$ cat src/rtl/pipe_ctrl_pkg.sv
// Shared types and defaults for the pipeline sequencer (pipeline_ctrl).
package pipe_ctrl_pkg;

   typedef enum logic [1:0] {
      StIdle   = 2'd0,
      StRun    = 2'd1,
      StDrain  = 2'd2,
      StHalted = 2'd3
   } state_e;

   localparam int unsigned REG_ADDR_W_DEF = 5;
   localparam int unsigned DRAIN_CYC_DEF  = 4;
   localparam int unsigned ZERO_REG       = 0;

endpackage

$ cat src/rtl/pipeline_ctrl_if.sv
// Hazard inputs and stage-control outputs of the pipeline sequencer.
// master = datapath side, slave = pipeline_ctrl.
interface pipeline_ctrl_if import pipe_ctrl_pkg::*; #(
   parameter int unsigned REG_ADDR_W = REG_ADDR_W_DEF,
   parameter int unsigned CNT_W      = 32
);
   logic                  enable;
   logic                  halt_req;
   logic                  ex_mem_read;
   logic [REG_ADDR_W-1:0] ex_rt;
   logic [REG_ADDR_W-1:0] id_rs;
   logic [REG_ADDR_W-1:0] id_rt;
   logic                  id_uses_rt;
   logic                  mem_branch;
   logic                  mem_zero;
   logic                  mem_jump;

   logic                  pc_en;
   logic                  ifid_en;
   logic                  ifid_flush;
   logic                  idex_en;
   logic                  idex_flush;
   logic                  exmem_flush;
   logic                  back_en;
   logic                  running;
   logic [CNT_W-1:0]      perf_stall_cnt;
   logic [CNT_W-1:0]      perf_flush_cnt;

   modport master (
      output enable, halt_req, ex_mem_read, ex_rt, id_rs, id_rt, id_uses_rt,
             mem_branch, mem_zero, mem_jump,
      input  pc_en, ifid_en, ifid_flush, idex_en, idex_flush, exmem_flush, back_en,
             running, perf_stall_cnt, perf_flush_cnt
   );

   modport slave (
      input  enable, halt_req, ex_mem_read, ex_rt, id_rs, id_rt, id_uses_rt,
             mem_branch, mem_zero, mem_jump,
      output pc_en, ifid_en, ifid_flush, idex_en, idex_flush, exmem_flush, back_en,
             running, perf_stall_cnt, perf_flush_cnt
   );

endinterface

$ cat src/rtl/hazard_detect.sv
// Combinational load-use and control-redirect detection for pipeline_ctrl.
module hazard_detect import pipe_ctrl_pkg::*; #(
   parameter int unsigned REG_ADDR_W = REG_ADDR_W_DEF
) (
   input  logic                  ex_mem_read,
   input  logic [REG_ADDR_W-1:0] ex_rt,
   input  logic [REG_ADDR_W-1:0] id_rs,
   input  logic [REG_ADDR_W-1:0] id_rt,
   input  logic                  id_uses_rt,
   input  logic                  mem_branch,
   input  logic                  mem_zero,
   input  logic                  mem_jump,
   output logic                  lu,
   output logic                  redirect
);

   localparam logic [REG_ADDR_W-1:0] ZeroIdx = REG_ADDR_W'(ZERO_REG);

   always_comb begin
      redirect = mem_jump | (mem_branch & mem_zero);
      // Loads into $zero never create a dependency.
      lu = ex_mem_read & (ex_rt != ZeroIdx) &
           ((ex_rt == id_rs) | (id_uses_rt & (ex_rt == id_rt)));
   end

endmodule

$ cat src/rtl/pipeline_ctrl.sv
// Five-stage pipeline sequencer: per-stage enables/flushes and run/drain/halt FSM.
// Performance counters are built only when PIPE_CTRL_PERF_EN is defined.
module pipeline_ctrl import pipe_ctrl_pkg::*; #(
   parameter int unsigned DRAIN_CYC  = DRAIN_CYC_DEF,
   parameter int unsigned REG_ADDR_W = REG_ADDR_W_DEF,
   parameter int unsigned CNT_W      = 32
) (
   input logic            clk,
   input logic            arst,
   pipeline_ctrl_if.slave bus
);

   localparam int unsigned   DcW       = (DRAIN_CYC > 1) ? $clog2(DRAIN_CYC) : 1;
   localparam logic [DcW-1:0] DrainLoad = DcW'(DRAIN_CYC - 1);

   state_e           state_q, state_d;
   logic [DcW-1:0]   drain_cnt_q, drain_cnt_d;
   logic             lu, redirect, stall, active;

   hazard_detect #(
      .REG_ADDR_W(REG_ADDR_W)
   ) u_hazard (
      .ex_mem_read(bus.ex_mem_read),
      .ex_rt      (bus.ex_rt),
      .id_rs      (bus.id_rs),
      .id_rt      (bus.id_rt),
      .id_uses_rt (bus.id_uses_rt),
      .mem_branch (bus.mem_branch),
      .mem_zero   (bus.mem_zero),
      .mem_jump   (bus.mem_jump),
      .lu         (lu),
      .redirect   (redirect)
   );

   // A squashed ID instruction needs no stall.
   assign stall  = lu & ~redirect;
   assign active = (state_q == StRun) || (state_q == StDrain);

   always_ff @(posedge clk or posedge arst) begin
      if (arst) begin
         state_q     <= StIdle;
         drain_cnt_q <= '0;
      end else begin
         state_q     <= state_d;
         drain_cnt_q <= drain_cnt_d;
      end
   end

   always_comb begin
      state_d     = state_q;
      drain_cnt_d = drain_cnt_q;
      case (state_q)
         StIdle:   if (bus.enable) state_d = StRun;
         StRun: begin
            if (bus.halt_req || !bus.enable) begin
               state_d     = StDrain;
               drain_cnt_d = DrainLoad;
            end
         end
         StDrain: begin
            if (drain_cnt_q == '0) state_d = StHalted;
            else                   drain_cnt_d = drain_cnt_q - 1'b1;
         end
         StHalted: if (bus.enable && !bus.halt_req) state_d = StRun;
         default:  state_d = StIdle;
      endcase
   end

   always_comb begin
      bus.pc_en       = 1'b0;
      bus.ifid_en     = 1'b0;
      bus.ifid_flush  = 1'b0;
      bus.idex_en     = 1'b0;
      bus.idex_flush  = 1'b0;
      bus.exmem_flush = 1'b0;
      bus.back_en     = 1'b0;
      bus.running     = active;
      case (state_q)
         StRun: begin
            bus.pc_en       = ~stall;
            bus.ifid_en     = ~stall;
            bus.ifid_flush  = redirect;
            bus.idex_en     = 1'b1;
            bus.idex_flush  = redirect | stall;
            bus.exmem_flush = redirect;
            bus.back_en     = 1'b1;
         end
         StDrain: begin
            // IF fetches bubbles; a redirect still loads the PC so resume starts at the target.
            bus.pc_en       = redirect;
            bus.ifid_en     = ~stall;
            bus.ifid_flush  = ~stall;
            bus.idex_en     = 1'b1;
            bus.idex_flush  = redirect | stall;
            bus.exmem_flush = redirect;
            bus.back_en     = 1'b1;
         end
         default: ;
      endcase
   end

`ifdef PIPE_CTRL_PERF_EN
   logic [CNT_W-1:0] stall_cnt_q, flush_cnt_q;

   always_ff @(posedge clk or posedge arst) begin
      if (arst) begin
         stall_cnt_q <= '0;
         flush_cnt_q <= '0;
      end else begin
         if (active && stall && !(&stall_cnt_q))    stall_cnt_q <= stall_cnt_q + 1'b1;
         if (active && redirect && !(&flush_cnt_q)) flush_cnt_q <= flush_cnt_q + 1'b1;
      end
   end

   assign bus.perf_stall_cnt = stall_cnt_q;
   assign bus.perf_flush_cnt = flush_cnt_q;
`else
   assign bus.perf_stall_cnt = {CNT_W{1'b0}};
   assign bus.perf_flush_cnt = {CNT_W{1'b0}};
`endif

endmodule

$ cat src/flat_wrapper.sv
// flat-port wrapper written by rule: the top's interface ports become plain ports
module pipeline_ctrl_flat import pipe_ctrl_pkg::*;
#(
   parameter int unsigned DRAIN_CYC  = DRAIN_CYC_DEF,
   parameter int unsigned REG_ADDR_W = REG_ADDR_W_DEF,
   parameter int unsigned CNT_W      = 32
)
  (clk, arst, bus_enable, bus_halt_req, bus_ex_mem_read, bus_ex_rt, bus_id_rs, bus_id_rt, bus_id_uses_rt, bus_mem_branch, bus_mem_zero, bus_mem_jump, bus_pc_en, bus_ifid_en, bus_ifid_flush, bus_idex_en, bus_idex_flush, bus_exmem_flush, bus_back_en, bus_running, bus_perf_stall_cnt, bus_perf_flush_cnt);
  pipeline_ctrl_if #(.REG_ADDR_W(REG_ADDR_W), .CNT_W(CNT_W)) bus_i ();
  input logic clk;
  input logic arst;
  input wire logic [$bits(bus_i.enable)-1:0] bus_enable;
  input wire logic [$bits(bus_i.halt_req)-1:0] bus_halt_req;
  input wire logic [$bits(bus_i.ex_mem_read)-1:0] bus_ex_mem_read;
  input wire logic [$bits(bus_i.ex_rt)-1:0] bus_ex_rt;
  input wire logic [$bits(bus_i.id_rs)-1:0] bus_id_rs;
  input wire logic [$bits(bus_i.id_rt)-1:0] bus_id_rt;
  input wire logic [$bits(bus_i.id_uses_rt)-1:0] bus_id_uses_rt;
  input wire logic [$bits(bus_i.mem_branch)-1:0] bus_mem_branch;
  input wire logic [$bits(bus_i.mem_zero)-1:0] bus_mem_zero;
  input wire logic [$bits(bus_i.mem_jump)-1:0] bus_mem_jump;
  output wire logic [$bits(bus_i.pc_en)-1:0] bus_pc_en;
  output wire logic [$bits(bus_i.ifid_en)-1:0] bus_ifid_en;
  output wire logic [$bits(bus_i.ifid_flush)-1:0] bus_ifid_flush;
  output wire logic [$bits(bus_i.idex_en)-1:0] bus_idex_en;
  output wire logic [$bits(bus_i.idex_flush)-1:0] bus_idex_flush;
  output wire logic [$bits(bus_i.exmem_flush)-1:0] bus_exmem_flush;
  output wire logic [$bits(bus_i.back_en)-1:0] bus_back_en;
  output wire logic [$bits(bus_i.running)-1:0] bus_running;
  output wire logic [$bits(bus_i.perf_stall_cnt)-1:0] bus_perf_stall_cnt;
  output wire logic [$bits(bus_i.perf_flush_cnt)-1:0] bus_perf_flush_cnt;
  assign bus_i.enable = bus_enable;
  assign bus_i.halt_req = bus_halt_req;
  assign bus_i.ex_mem_read = bus_ex_mem_read;
  assign bus_i.ex_rt = bus_ex_rt;
  assign bus_i.id_rs = bus_id_rs;
  assign bus_i.id_rt = bus_id_rt;
  assign bus_i.id_uses_rt = bus_id_uses_rt;
  assign bus_i.mem_branch = bus_mem_branch;
  assign bus_i.mem_zero = bus_mem_zero;
  assign bus_i.mem_jump = bus_mem_jump;
  assign bus_pc_en = bus_i.pc_en;
  assign bus_ifid_en = bus_i.ifid_en;
  assign bus_ifid_flush = bus_i.ifid_flush;
  assign bus_idex_en = bus_i.idex_en;
  assign bus_idex_flush = bus_i.idex_flush;
  assign bus_exmem_flush = bus_i.exmem_flush;
  assign bus_back_en = bus_i.back_en;
  assign bus_running = bus_i.running;
  assign bus_perf_stall_cnt = bus_i.perf_stall_cnt;
  assign bus_perf_flush_cnt = bus_i.perf_flush_cnt;
  pipeline_ctrl #(.DRAIN_CYC(DRAIN_CYC), .REG_ADDR_W(REG_ADDR_W), .CNT_W(CNT_W)) u_core (.clk(clk), .arst(arst), .bus(bus_i));
endmodule
$ cat config.mk
export PLATFORM = sky130hd
export DESIGN_NAME = pipeline_ctrl_flat
export DESIGN_NICKNAME = d
export VERILOG_FILES = /design/src/rtl/pipe_ctrl_pkg.sv /design/src/rtl/pipeline_ctrl_if.sv /design/src/rtl/hazard_detect.sv /design/src/rtl/pipeline_ctrl.sv /design/src/flat_wrapper.sv
export SDC_FILE = /design/constraint.sdc
export NUM_CORES = 1
export LEC_CHECK = 0
export CAP_MARGIN = 20
export CORE_MARGIN = 1
export CORE_UTILIZATION = 31
export DETAILED_ROUTE_END_ITERATION = 16
export PLACE_DENSITY = 0.81
export SYNTH_ARGS = -nofsm -noshare
export SYNTH_HDL_FRONTEND = slang
export SYNTH_HIERARCHICAL = 1
export SYNTH_SLANG_ARGS = --single-unit
$ cat constraint.sdc
create_clock -name clk -period 2.25 [get_ports clk]
set_clock_uncertainty 0.05 [all_clocks]
set_input_delay 0.45 -clock clk [delete_from_list [all_inputs] [get_ports clk]]
set_output_delay 0.45 -clock clk [all_outputs]
set_load 0.05 [all_outputs]
Word level (Yosys, flattened, before mapping)
Cells that the tools add are included.
- bits in registers: 4
- bits in latches: 0
- RAM bits: 0
- bits in read-only memories: 0
- output and inout bits: 72
- logic and storage cells: 49
- memories kept: 0
- add/subtract/negate cells: 1
- multiply operators: 0
- divide/modulo/power cells: 0
- $lt $le $gt $ge: 0
- equality and inequality tests: 10
- shifts and indexed selects: 0
- multiplexer cells: 14
- bitwise gates (word level): 10
- reduce and logical (&&, ||, !) cells: 12
- operator list (operator ; number):
    2-bit 2-to-1 mux ; 6
    5-bit equality test ; 2
    2-bit != test (second input constant) ; 4
    2-bit case mux with 4 select lines ; 1
    1-bit bitwise AND ; 5
    5-bit nonzero test ; 1
    2-bit equality test (second input constant) ; 2
    2-bit zero test ; 2
    1-bit 2-to-1 mux ; 4
    1-bit case mux with 2 select lines ; 2
    2-bit case mux with 2 select lines ; 1
    4-bit AND reduction ; 1
    1-bit OR ; 3
    3-bit AND reduction ; 1
    2-bit by 1-bit equality test with 1-bit output (second input constant) ; 1
    1-bit zero test ; 2
    1-bit logical OR ; 2
    2-bit by 1-bit != test with 1-bit output (second input constant) ; 1
    1-bit NOT ; 2
    2-bit nonzero test ; 1
    2-bit OR reduction ; 1
    2-bit by 1-bit subtractor with 2-bit output (second input constant) ; 1
    1-bit logical AND ; 1

Depth between registers and ports, before layout
- depth after elaboration: 7
- mapped depth: 7
- mapped depth without buffers: 7

Cells and area by module
The synthesis kept the hierarchy.
- modules (own cells, without submodules) (module ; times used ; cells each ; area an instance (um^2) ; seq. area each (um^2)):
    pipeline_ctrl ; 1 ; 115 ; 924.6 ; 100.1
    hazard_detect ; 1 ; 18 ; 140.1 ; 0.0

Least setup slack after synthesis
Ideal clock, no wire load.
- path kind: reg-to-output
- start point: reg u_core.state_q[0]
- end point: out bus_ifid_flush
- data arrival time: 2.070 ns
- required time: 1.750 ns
- setup slack: -0.320 ns
- stages on the path, launching flop included: 5
- buffers on the path: 0
- cells stage by stage: dfrtp_1 > inv_1 > ha_1 > o21ai_0 > nor2_1
- longest elaborated chain between the ends: 2
- ends and longest elaborated chain (what ; RTL line ; text):
    start, declared ; pipeline_ctrl.sv:16 ; state_e state_q, state_d;
    start signal, assigned ; pipeline_ctrl.sv:41 ; state_q <= StIdle;
    start signal, assigned ; pipeline_ctrl.sv:44 ; state_q <= state_d;
    2-bit equality test or 2-bit by 1-bit equality test with 1-bit output (tied branches) ; pipeline_ctrl.sv:78 ; case (state_q)
    1-bit case mux with 2 select lines * ; pipeline_ctrl.sv:78 ;
    end, declared ; flat_wrapper.sv:24 ; output wire logic [$bits(bus_i.ifid_flush)-1:0] bus_ifid_flush;
Every way passes the cells marked *; elsewhere a longest branch is shown, timed or not.

Worst setup path after layout
- start point: in bus_ex_rt[3]
- end point: out bus_ifid_flush
- longest elaborated chain between the ends: 7
- ends and longest elaborated chain (what ; RTL line ; text):
    start, declared ; flat_wrapper.sv:15 ; input wire logic [$bits(bus_i.ex_rt)-1:0] bus_ex_rt;
    5-bit equality test ; hazard_detect.sv:23 ; ((ex_rt == id_rs) | (id_uses_rt & (ex_rt == id_rt)));
    1-bit bitwise AND ; hazard_detect.sv:23 ;
    1-bit OR ; hazard_detect.sv:23 ;
    1-bit bitwise AND * ; hazard_detect.sv:22 ; lu = ex_mem_read & (ex_rt != ZeroIdx) &
    net u_core.lu ; pipeline_ctrl.sv:18 ; logic lu, redirect, stall, active;
    1-bit bitwise AND * ; pipeline_ctrl.sv:36 ; assign stall = lu & ~redirect;
    1-bit NOT * ; pipeline_ctrl.sv:92 ; bus.ifid_flush = ~stall;
    1-bit case mux with 2 select lines * ; pipeline_ctrl.sv:78 ;
Mark *: on every way through the listed nets, which the timed path passes. The rest lies on a longest branch.

==> flow_summary.toml <==
[sta]
timing.hold.ws_ns = 0.355
fin_crit_sh_pct = 103
max_freq_mhz = 432
setup_violations = 3
grt_setup_unrepaired = "yes"
finalHoldViolCount = 0
setup_ws_ns = -0.0671
period_minus_slack_ns = 2.32
slew_viol_final = 0

[clock_network]
cts_made_buffers = 3
cts_setup_buffers = 0
insertion_delay_ns = 0.23
ctsHtreeMaxLevel = 1
root_buffer = "clkbuf_4"
clkTransAtPathRegs_ns = 0.04
cts.path.max_buffers = 2
clkSinkCount = 4
cts_tree = "done"

[floorplan]
io_pins = 96
fp-row-count = 20
start_util_pct = 33.8
dieHeight_um = 60.6
core_um2 = 3150
dieArea_um2 = 3670
die_width_um = 60.6

[cells_and_area]
syn_to_final_growth_pct = 24.8
nets = 203
fill_cells = 341
final_common_cell = "conb_1"
regArea_um2 = 100
final_cell_mix = "conb_1, clkdlybuf4s50_1, inv_1"
diodes = 0
drive_above_1_share_pct = 24.7
multi_input_area_um2 = 731

[logic_synthesis]
synth-xor-area-share_pct = 8.23
synth_top_family_by_area = "buffers and inverters"
synthArstFlopShare_pct = 100
ys_seq_area_share_pct = 9.40
synthAdderAreaFrac_pct = 8.23
synth_edf_count = 0
synthFlopType = "dfrtp_1"
synth_simple_gate_area_share_pct = 11.8
yosysWarnings = 6
yosysUniqueCellTypes = 33
synth_compound_area_share_pct = 11.6
yosys_register_bits = 4
synth_cells = 133
syn_avg_cell_area_um2 = 8.01
syn_area_um2 = 1060
synth.area.mux_share_pct = 1.06

[worst_setup_path]
crit_path_start_kind = "input port"
crit_chain = "buf_8 -> xor2_2 -> nor4_2 -> nand3_1 -> a21oi_2 -> inv_1 -> o21ai_2 -> buf_6 -> nor2_4 -> buf_8"
cp.required_ns = 1.75
path_class = "in -> out"
cp-end-kind = "primary output"
cpMaxStageDelayCell = "nor4_2"
arrival_ns = 1.82
worstPathMaxFanout = 3
cpMostUsedCell = "buf_8"
cp_slowest_stage_delay_ns = 0.29

[power]
p_switching_mw = 1.09
swShare_pct = 56.9
internal_power_mw = 0.827
leakage_nw = 0.687
pwr-share-comb_pct = 88.0
power.density_nw_per_um2 = 1440
irDropWorstVdd_uv = 441
p_seq_share_pct = 7.6
clkPwrFrac_pct = 4.5

[placement]
dp_slack_ns = -0.535
hpwl_mm = 1.65
gp_congestion = 0.858
portBuffers = 31

[detailed_routing]
vias = 785
first_iter_violations = 16
drc = 0
antenna_left = 0
drt-total-wl_mm = 1.88
via_per_inst = 3.67
post_drt_wl_per_cell_um = 8.79
dr.pass1.iters = 4

[global_route]
grt_max_degree = 8
grt_pass1_vias = 659
globalRouteOverflowTotal = 0
antenna_found_initial = 0
grt_first_pass_wirelength_mm = 2.73
grt_usage_pct = 10.2

[run_status]
status = "finished, violations left"
violations = "setup timing"

[hold_path]
hp-class = "in -> async"

[flow_run]
maxCapViolations = 0
[metrics by stage]
step / std cells / TNS (ns) / instance area, µm² / util, % / total power [mW]
2_1_floorplan: 196 / -0.00220 / 1320 / - / 1.32
3_3_place_gp: 211 / -1.75 / 1280 / 40.5 / 1.74
3_5_place_dp: 211 / -1.86 / 1280 / 40.5 / 1.76
4_1_cts: 214 / -0.207 / 1300 / 41.3 / 1.88
5_1_grt: 214 / -0.550 / 1330 / 42.1 / 2.03
6_report: 214 / -0.185 / 1330 / 42.1 / 1.92
[critical path: cells and delay by family]
kind / cells / cell delay [ns]
simple gates: 3 / 0.46
buf+inv: 4 / 0.45
compound gates: 2 / 0.30
xor+xnor: 1 / 0.17
[cell usage after synthesis, types with 2 or more instances]
cell type / n / share of area (%)
buf_4: 66 / 47
inv_1: 8 / 2.8
ha_1: 7 / 8.2
xor2_1: 7 / 5.8
a21oi_1: 4 / 1.9
dfrtp_1: 4 / 9.4
nand3_1: 4 / 1.9
nor2_1: 3 / 1.1
nor2b_1: 3 / 1.8
xnor2_1: 3 / 2.5
o21ai_1: 2 / 0.94
[cell families after synthesis]
family | count (synthesis)
XOR/XNOR | 10
AND/OR/NAND/NOR | 19
multiplexers | 1
adder cells (fa/ha/maj) | 7
buffers and inverters | 74
AO/OA/AOI/OAI | 17
flip-flops | 4
other | 1
[layout make-up]
type                    count  area share [%]
flip-flops and latches      4            7.53
repair buffers             37            29.4
inverters                   8            2.26
multi-input cells         118            55.0
well taps                  44            4.14
clock buffers               3            1.69
[state kept, by name, summed over array words and instances, names as in the netlist]
name,flops
u_core/state_q,2
u_core/drain_cnt_q,2
[worst paths after layout]
check | cells after the start | startpoint | slack [ns] | end
max | 10 | bus_ex_rt[3] | -0.07 | bus_ifid_flush
min | 2 | arst | 0.35 | u_core/drain_cnt_q[1]
max reg2reg | 5 | u_core/state_q[1] | 0.34 | u_core/state_q[1]
min reg2reg | 1 | u_core/state_q[1] | 0.54 | u_core/state_q[1]
max in group asynchronous | 2 | arst | 1.65 | u_core/state_q[1]
min in group clk | 1 | u_core/state_q[1] | 0.54 | u_core/state_q[1]
[power by group through the flow]
stage / Clock [mW] / Combinational (mW) / Sequential [mW]
after floorplan: 0 / 1.19 / 0.136
after global placement: 0 / 1.60 / 0.143
after detailed placement: 0 / 1.62 / 0.146
after CTS: 0.0916 / 1.65 / 0.146
after global routing: 0.0951 / 1.78 / 0.151
final: 0.0853 / 1.69 / 0.146
[timing repair]
action | 4_1_cts | 5_1_grt
setup endpoints to repair | 4 | 3
hold buffers | 0 | 0
pin swaps | 17 | 6
resized for setup | 57 | 9
[metal layers]
metal / global-route usage (%) / share of wire, % / routed length (µm)
met2: 21.2 / 58 / 1090
met5: 0 / 0 / 0
met3: 3.20 / 8.5 / 160
met1: 9.08 / 34 / 632
met4: 3.57 / 0 / 0
No activity file was read; power rests on OpenSTA's default activity.
